### src/rtl/kanagawa_stream_pkg.sv
// Shared stream-buffer types: occupancy encoding for small output buffers.
package kanagawa_stream_pkg;
  typedef enum logic [1:0] {OCC_EMPTY, OCC_ONE, OCC_TWO} occ_t;
  localparam int OCC_MAX = 2;
endpackage

### src/rtl/show_ahead_fifo_stream_drain.sv
// Drains a show-ahead FIFO into a valid/ready stream through a head+skid buffer,
// so the FIFO pop never depends combinationally on out_ready.
module show_ahead_fifo_stream_drain
  import kanagawa_stream_pkg::*;
#(
  parameter int WIDTH       = 32,
  parameter int COUNT_WIDTH = 16
) (
  input  logic                   clock,
  input  logic                   rst_n,
  input  logic                   fifo_empty,
  input  logic [WIDTH-1:0]       fifo_q,
  output logic                   fifo_rdreq,
  input  logic                   flush,
  output logic                   out_valid,
  input  logic                   out_ready,
  output logic [WIDTH-1:0]       out_data,
  output logic [1:0]             occupancy,
  output logic [COUNT_WIDTH-1:0] beat_count
);

  function automatic logic [COUNT_WIDTH-1:0] sat_inc(input logic [COUNT_WIDTH-1:0] v);
    return (&v) ? v : v + COUNT_WIDTH'(1);
  endfunction

  occ_t             occ_q;
  occ_t             occ_d;
  logic [WIDTH-1:0] entry0;
  logic [WIDTH-1:0] entry1;
  logic             pop;
  logic             take;
  logic             wr0;
  logic             wr1;
  logic             shift;

  assign pop        = rst_n & ~fifo_empty & ~flush & (occ_q != OCC_TWO);
  assign fifo_rdreq = pop;
  assign out_valid  = (occ_q != OCC_EMPTY);
  assign take       = out_valid & out_ready;
  assign out_data   = entry0;
  assign occupancy  = occ_q;

  always_comb begin
    occ_d = occ_q;
    wr0   = 1'b0;
    wr1   = 1'b0;
    shift = 1'b0;
    if (flush) begin
      occ_d = OCC_EMPTY;
    end else begin
      case (occ_q)
        OCC_EMPTY: begin
          if (pop) begin
            occ_d = OCC_ONE;
            wr0   = 1'b1;
          end
        end
        OCC_ONE: begin
          if (pop && !take) begin
            occ_d = OCC_TWO;
            wr1   = 1'b1;
          end else if (!pop && take) begin
            occ_d = OCC_EMPTY;
          end else if (pop && take) begin
            wr0 = 1'b1;
          end
        end
        OCC_TWO: begin
          if (take) begin
            occ_d = OCC_ONE;
            shift = 1'b1;
          end
        end
        default: occ_d = OCC_EMPTY;
      endcase
    end
  end

  // Control: occupancy state and delivered-beat counter
  always_ff @(posedge clock or negedge rst_n) begin
    if (!rst_n) begin
      occ_q      <= OCC_EMPTY;
      beat_count <= '0;
    end else begin
      occ_q <= occ_d;
      if (take) beat_count <= sat_inc(beat_count);
    end
  end

  // Data: entry registers are qualified by occupancy, so they carry no reset
  always_ff @(posedge clock) begin
    if (wr0)        entry0 <= fifo_q;
    else if (shift) entry0 <= entry1;
    if (wr1)        entry1 <= fifo_q;
  end

`ifndef NO_DYNAMIC_ASSERTS
  a_no_underflow: assert property (@(posedge clock) disable iff (!rst_n)
    !(fifo_rdreq && fifo_empty));
  a_hold_data: assert property (@(posedge clock) disable iff (!rst_n)
    (out_valid && !out_ready && !flush) |=> (out_valid && $stable(out_data)));
  a_occ_range: assert property (@(posedge clock) disable iff (!rst_n)
    occupancy <= 2'(OCC_MAX));
`endif

endmodule

### config.mk
export PLATFORM = sky130hd
export DESIGN_NAME = show_ahead_fifo_stream_drain
export DESIGN_NICKNAME = d
export VERILOG_FILES = /design/src/rtl/kanagawa_stream_pkg.sv /design/src/rtl/show_ahead_fifo_stream_drain.sv
export SDC_FILE = /design/constraint.sdc
export NUM_CORES = 1
export LEC_CHECK = 0
export CORE_ASPECT_RATIO = 0.6
export CORE_MARGIN = 10
export CORE_UTILIZATION = 43
export CTS_CLUSTER_SIZE = 10
export DETAILED_ROUTE_END_ITERATION = 6
export PLACE_DENSITY = 0.75
export SETUP_SLACK_MARGIN = 0.5
export SLEW_MARGIN = 20
export SYNTH_ARGS = -nofsm -noshare
export SYNTH_HDL_FRONTEND = slang
export SYNTH_SLANG_ARGS = --single-unit
### constraint.sdc
create_clock -name clock -period 4.54 [get_ports clock]
set_input_delay 0.454 -clock clock [delete_from_list [all_inputs] [get_ports clock]]
set_output_delay 0.454 -clock clock [all_outputs]
set_load 0.01 [all_outputs]
==> results of run 1 <==
==> cell families (layout without fill, tap and decap cells) <==
logic type                 Yosys count  in the layout
AOI/OAI and AO/OA                    9              9
xor gates and xnor gates            10             10
adders and majority gates            1              1
buffers and inverters                7            108
DFF                                 82             82
muxes                               36             36
and+or+nand+nor                     49             49
==> state kept, by name, summed over array words and instances, names as in the netlist <==
name        cells
beat_count     16
entry1         32
occupancy       2
out_data       32
==> path summary, 6_finish.rpt <==
path	endpoint	slack, ns	depth (start not counted)
max reg2reg	out_data[30]	2.15	3
max in group asynchronous	beat_count[15]	3.86	2
max	out_data[30]	1.65	6
min	beat_count[12]	0.46	2
min reg2reg	beat_count[3]	0.54	1
min in group clock	beat_count[3]	0.54	1
==> critical path, cell delays in order <==
cell	delay, ns
clkdlybuf4s50_1	0.46
buf_4	0.26
nand2b_1	0.23
nor4_4	0.26
buf_4	0.42
a31o_2	0.73
==> synth_stat cells <==
| cell | instances |
|---|---|
| clkbuf_2 | 1 |
| nor4b_4 | 1 |
| buf_4 | 3 |
| nor2_1 | 6 |
| ha_1 | 1 |
| a31o_2 | 1 |
| xor2_1 | 6 |
| o211ai_1 | 1 |
| mux2_4 | 1 |
| o21ai_2 | 1 |
| a31oi_1 | 3 |
| nor3_1 | 4 |
| and4_1 | 2 |
| mux2i_1 | 1 |
| inv_1 | 1 |
| nor4b_1 | 2 |
| nand4_1 | 4 |
| edfxtp_1 | 64 |
| nor4_4 | 1 |
| o22a_1 | 1 |
| dfrtp_1 | 18 |
| nor3b_1 | 2 |
| nand2b_1 | 2 |
| xnor2_1 | 4 |
| nor4_1 | 2 |
| nor4_2 | 2 |
| and3_1 | 2 |
| nand3_1 | 9 |
| nor2_2 | 1 |
| nor2b_1 | 2 |
| nand4b_1 | 1 |
| a21oi_1 | 2 |
| buf_2 | 2 |
| mux2_2 | 31 |
| mux2_1 | 3 |
| nand2_1 | 4 |
| or2_2 | 1 |
| nand4_4 | 1 |
==> metrics by stage <==
stage	total power [mW]	setup slack [ns]	std cells	util (%)	area (um^2)
final	1.87	1.65	399	63.2	4670
after global routing	1.94	1.44	399	63.2	4670
after CTS	1.89	1.60	399	63.2	4670
after detailed placement	1.08	1.28	383	58.7	4340
after global placement	1.07	1.39	383	58.7	4340
after floorplan	0.956	1.38	194	-	3330
==> per-layer routing <==
layer / vias up / global-route usage, % / share of wire, %
met1: 982 / 18.9 / 49
met5: - / 0 / 0
met2: 91 / 18.6 / 43
met3: 6 / 5.49 / 7.7
li1: 951 / - / -
met4: 0 / 5.01 / 0.90
==> power groups by stage <==
stage               Clock [mW]  Sequential [mW]  Combinational (mW)
finish                   0.809            0.876               0.183
global route             0.861            0.883               0.199
CTS                      0.830            0.876               0.187
detailed placement           0            0.890               0.185
global placement             0            0.889               0.182
floorplan                    0            0.895              0.0605
==> layout make-up <==
| class | instances | area (um^2) | share of cell area, % |
|---|---|---|---|
| clock buffers | 11 | 233 | 4.98 |
| well taps | 104 | 130 | 2.79 |
| multi-input cells | 105 | 926 | 19.8 |
| inverters | 1 | 3.75 | 0.0804 |
| repair buffers | 91 | 903 | 19.3 |
| flip-flops and latches | 82 | 2370 | 50.8 |
| clock inverters | 5 | 103 | 2.20 |
==> impl_metrics.json, run 1 <==
{
  "status": "completed",
  "critPathMaxFanout": 33,
  "crit_path_start_kind": "primary input",
  "p_switching_mw": 0.383,
  "fp.coreArea_mm2": 0.00739,
  "path_clk_slew_ns": 0.06,
  "n_antenna_cell": 0,
  "hold_viol_final": 0,
  "rows": 24,
  "max_slew.worst_pin.slew_ns": 0.909,
  "synthAdderAreaFrac_pct": 0.376,
  "nFillCells": 571,
  "hold_buffers": 0,
  "leakage_nw": 1.66,
  "wl_per_cell_um": 19.1,
  "synth_xor_area_share_pct": 2.63,
  "pwr-share-seq_pct": 46.9,
  "worst_ep_arrival_time_ns": 2.84,
  "synth.area.top_cells": "edfxtp_1, dfrtp_1, mux2_2",
  "synth-simple-area-share_pct": 10.2,
  "hold_slack_ns": 0.465,
  "synth_cells": 194,
  "clk_path_buf_depth": 2,
  "mostFrequentLayoutCells": "clkdlybuf4s50_1, edfxtp_1, mux2_2",
  "grt_max_degree": 34,
  "worstReg2RegStart": "occupancy[1]",
  "grt-ovfl-total": 0,
  "ys_ff_latch": 82,
  "cts.sinks": 82,
  "drt_wl_total_mm": 7.63,
  "final_max_slew_viol_count": 0,
  "fmax_mhz": 346,
  "drtIter0Drc": 141,
  "endpoint_kind": "register",
  "yosysTopAreaCell": "edfxtp_1",
  "vias": 2030,
  "timing_worst_setup_path_type": "primary input to register",
  "gp_congestion": 0.879,
  "hpwlAfterDp_mm": 5.49,
  "die_area_mm2": 0.0118,
  "grt_pass1_vias": 2128,
  "die_h_um": 88.1,
  "mappedNetlistArea_mm2": 0.00332,
  "cts_setup_buffers": 0,
  "antenna_found_initial": 0,
  "drive_above_1_share_pct": 20.0,
  "dr.pass1.iters": 4,
  "yosys.area.top_type_share_pct": 57.8,
  "cts-root-buf": "clkbuf_16",
  "ys_seq_area_share_pct": 71.4,
  "layout_commonest_cell": "clkdlybuf4s50_1",
  "cts_inserted_buffers": 9,
  "synth_nets": 232,
  "relSlewSlack_pct": 39.1,
  "p_sw_share_pct": 20.5,
  "vdd_drop_max_mv": 0.181,
  "min_path_type": "primary input to async pin",
  "finalSetupViolCount": 0,
  "power_frac_clock_pct": 43.3,
  "die_width_um": 134,
  "ys_types": 38,
  "cp.required_ns": 4.49,
  "ctsHtreeMaxLevel": 3,
  "final.min_clock_period_ns": 2.89,
  "tns_ns": 0,
  "num_io_pins": 89,
  "power.internal_mw": 1.49,
  "avgSynthCellArea_um2": 17.1,
  "fin_skew_ns": 0.00506,
  "cts_resized": 0,
  "via_per_inst": 5.09,
  "grt_util_all_layers_pct": 13.6,
  "synthMuxAreaShare_pct": 12.3,
  "finalNetCount": 328,
  "power.density_mw_per_mm2": 400,
  "initial_core_util_pct": 45.0,
  "grt_pass1_wl_mm": 12.3,
  "power_frac_comb_pct": 9.8,
  "io_buffers": 88,
  "drt_drc_violations_left": 0,
  "synth_compound_area_share_pct": 1.88,
  "area_growth_pct": 40.5,
  "cp-startpoint": "rst_n",
  "cap_violations": 0,
  "rsz0062_at_grt": "false",
  "yosysWarnings": 0,
  "synth_top_family_by_area": "multiplexers",
  "cts_tree": "built",
  "finalCritPeriodShare_pct": 63.6,
  "antenna_left": 0,
  "clkLatencyLatePin_ns": 0.33
}
Note: power is estimated with default switching activity, not from simulation.
==> run 2, diff against run 1 <==
--- a/config.mk
+++ b/config.mk
@@ -7,7 +7,7 @@
 export LEC_CHECK = 0
 export CORE_ASPECT_RATIO = 0.6
 export CORE_MARGIN = 10
-export CORE_UTILIZATION = 43
+export CORE_UTILIZATION = 45
 export CTS_CLUSTER_SIZE = 10
 export DETAILED_ROUTE_END_ITERATION = 6
 export PLACE_DENSITY = 0.75
==> constraint.sdc (replaced) <==
create_clock -name clock -period 2.94 [get_ports clock]
set_input_delay 0.294 -clock clock [delete_from_list [all_inputs] [get_ports clock]]
set_output_delay 0.294 -clock clock [all_outputs]
set_load 0.01 [all_outputs]
==> impl_metrics.json, run 2 (synthesized netlist as in run 1, its figures left out) <==
{
  "layout_commonest_cell": "clkdlybuf4s50_1",
  "grt_util_all_layers_pct": 13.9,
  "area_growth_pct": 38.2,
  "finalNetCount": 330,
  "pwr-share-seq_pct": 51.4,
  "cts_setup_buffers": 0,
  "initial_core_util_pct": 46.1,
  "die_h_um": 86.6,
  "power.internal_mw": 2.06,
  "clkLatencyLatePin_ns": 0.33,
  "tns_ns": 0,
  "finalCritPeriodShare_pct": 74.6,
  "fin_util_pct": 63.8,
  "relSlewSlack_pct": 68.9,
  "cts_inserted_buffers": 9,
  "cts.sinks": 82,
  "max_slew.worst_pin.slew_ns": 0.467,
  "critPathMaxFanout": 10,
  "final.min_clock_period_ns": 2.19,
  "fmax_mhz": 456,
  "cts-root-buf": "clkbuf_16",
  "drt_wl_total_mm": 7.43,
  "drive_above_1_share_pct": 19.2,
  "leakage_nw": 1.64,
  "ctsHtreeMaxLevel": 3,
  "n_antenna_cell": 0,
  "power.density_mw_per_mm2": 571,
  "rsz0062_at_grt": "false",
  "fin_skew_ns": 0.00582,
  "endpoint_kind": "primary output",
  "status": "completed",
  "num_io_pins": 89,
  "antenna_found_initial": 0,
  "grt_pass1_vias": 2141,
  "fp.coreArea_mm2": 0.00721,
  "drt_drc_violations_left": 0,
  "hold_slack_ns": 0.335,
  "p_switching_mw": 0.562,
  "vdd_drop_max_mv": 0.470,
  "hold_viol_final": 0,
  "min_path_type": "primary input to async pin",
  "power_frac_clock_pct": 37.8,
  "rows": 24,
  "cp.required_ns": 2.65,
  "path_clk_slew_ns": 0.06,
  "io_buffers": 88,
  "hpwlAfterDp_mm": 5.27,
  "vias": 2063,
  "p_sw_share_pct": 21.4,
  "die_area_mm2": 0.0113,
  "cts_resized": 0,
  "dr.pass1.iters": 4,
  "cap_violations": 0,
  "finalSetupViolCount": 0,
  "preCtsSetupSlack_ns": 0.605,
  "drtIter0Drc": 186,
  "timing_worst_setup_path_type": "register to primary output",
  "grt_pass1_wl_mm": 11.9,
  "grt-ovfl-total": 0,
  "antenna_left": 0,
  "gp_congestion": 0.889,
  "cts_tree": "built",
  "power_frac_comb_pct": 10.8,
  "mostFrequentLayoutCells": "clkdlybuf4s50_1, edfxtp_1, mux2_2",
  "grt_max_degree": 33,
  "final_max_slew_viol_count": 0,
  "via_per_inst": 5.32,
  "die_width_um": 131,
  "worst_ep_arrival_time_ns": 1.90,
  "crit_path_start_kind": "register",
  "wl_per_cell_um": 19.1,
  "worst_slack_ns": 0.747,
  "hold_buffers": 0,
  "clk_path_buf_depth": 2
}
run 2: cell types whose count changed in the layout (fill, tap and decap cells not counted):
cell        before  now
clkbuf_1         2    6
buf_4            3    5
clkinvlp_4       1    0
clkinv_2         1    0
clkbuf_8         0    1
bufinv_16        3    0
run 2: worst max-delay path, stage by stage, from the launching register on:
cell,delay [ns]
dfrtp_1,0.54
nor2b_1,0.24
nor3_1,0.20
clkdlybuf4s50_1,0.58
run 2: through the flow:
step | instances | power (mW) | area (um^2)
floorplan | 194 | 1.48 | 3340
global placement | 372 | 1.65 | 4330
detailed placement | 372 | 1.66 | 4330
CTS | 388 | 2.66 | 4600
global route | 388 | 2.74 | 4600
finish | 388 | 2.63 | 4600
run 2: worst paths after layout:
check / from / endpoint / slack, ns / depth (start not counted)
hold reg to reg: entry1[27] / out_data[27] / 0.54 / 1
setup / recovery: occupancy[1] / fifo_rdreq / 0.75 / 3
hold / removal: rst_n / beat_count[9] / 0.34 / 2
setup reg to reg: beat_count[0] / beat_count[1] / 1.05 / 5
max in group asynchronous: rst_n / beat_count[6] / 2.39 / 2
min in group clock: entry1[27] / out_data[27] / 0.54 / 1
run 2: final cells by class:
type / instances / area (um^2)
multi-input combinational: 105 / 926
timing repair buffer: 93 / 918
clock buffer: 16 / 262
inverter: 1 / 3.75
fill: 540 / 2610
sequential: 82 / 2370
tap: 91 / 114
run 2: power groups by stage:
stage | registers [mW] | clock network, mW | logic, mW
2_1_floorplan | 1.38 | 0 | 0.0940
3_3_place_gp | 1.37 | 0 | 0.280
3_5_place_dp | 1.37 | 0 | 0.287
4_1_cts | 1.35 | 1.02 | 0.289
5_1_grt | 1.36 | 1.08 | 0.307
6_report | 1.35 | 0.992 | 0.283
run 2: routing by layer:
metal	vias to the layer above	routed length (um)	track usage, %
met5	-	0	0
met3	6	552	6.10
met1	1034	3360	17.5
met4	0	37	5.93
met2	66	3480	20.4
li1	957	-	-
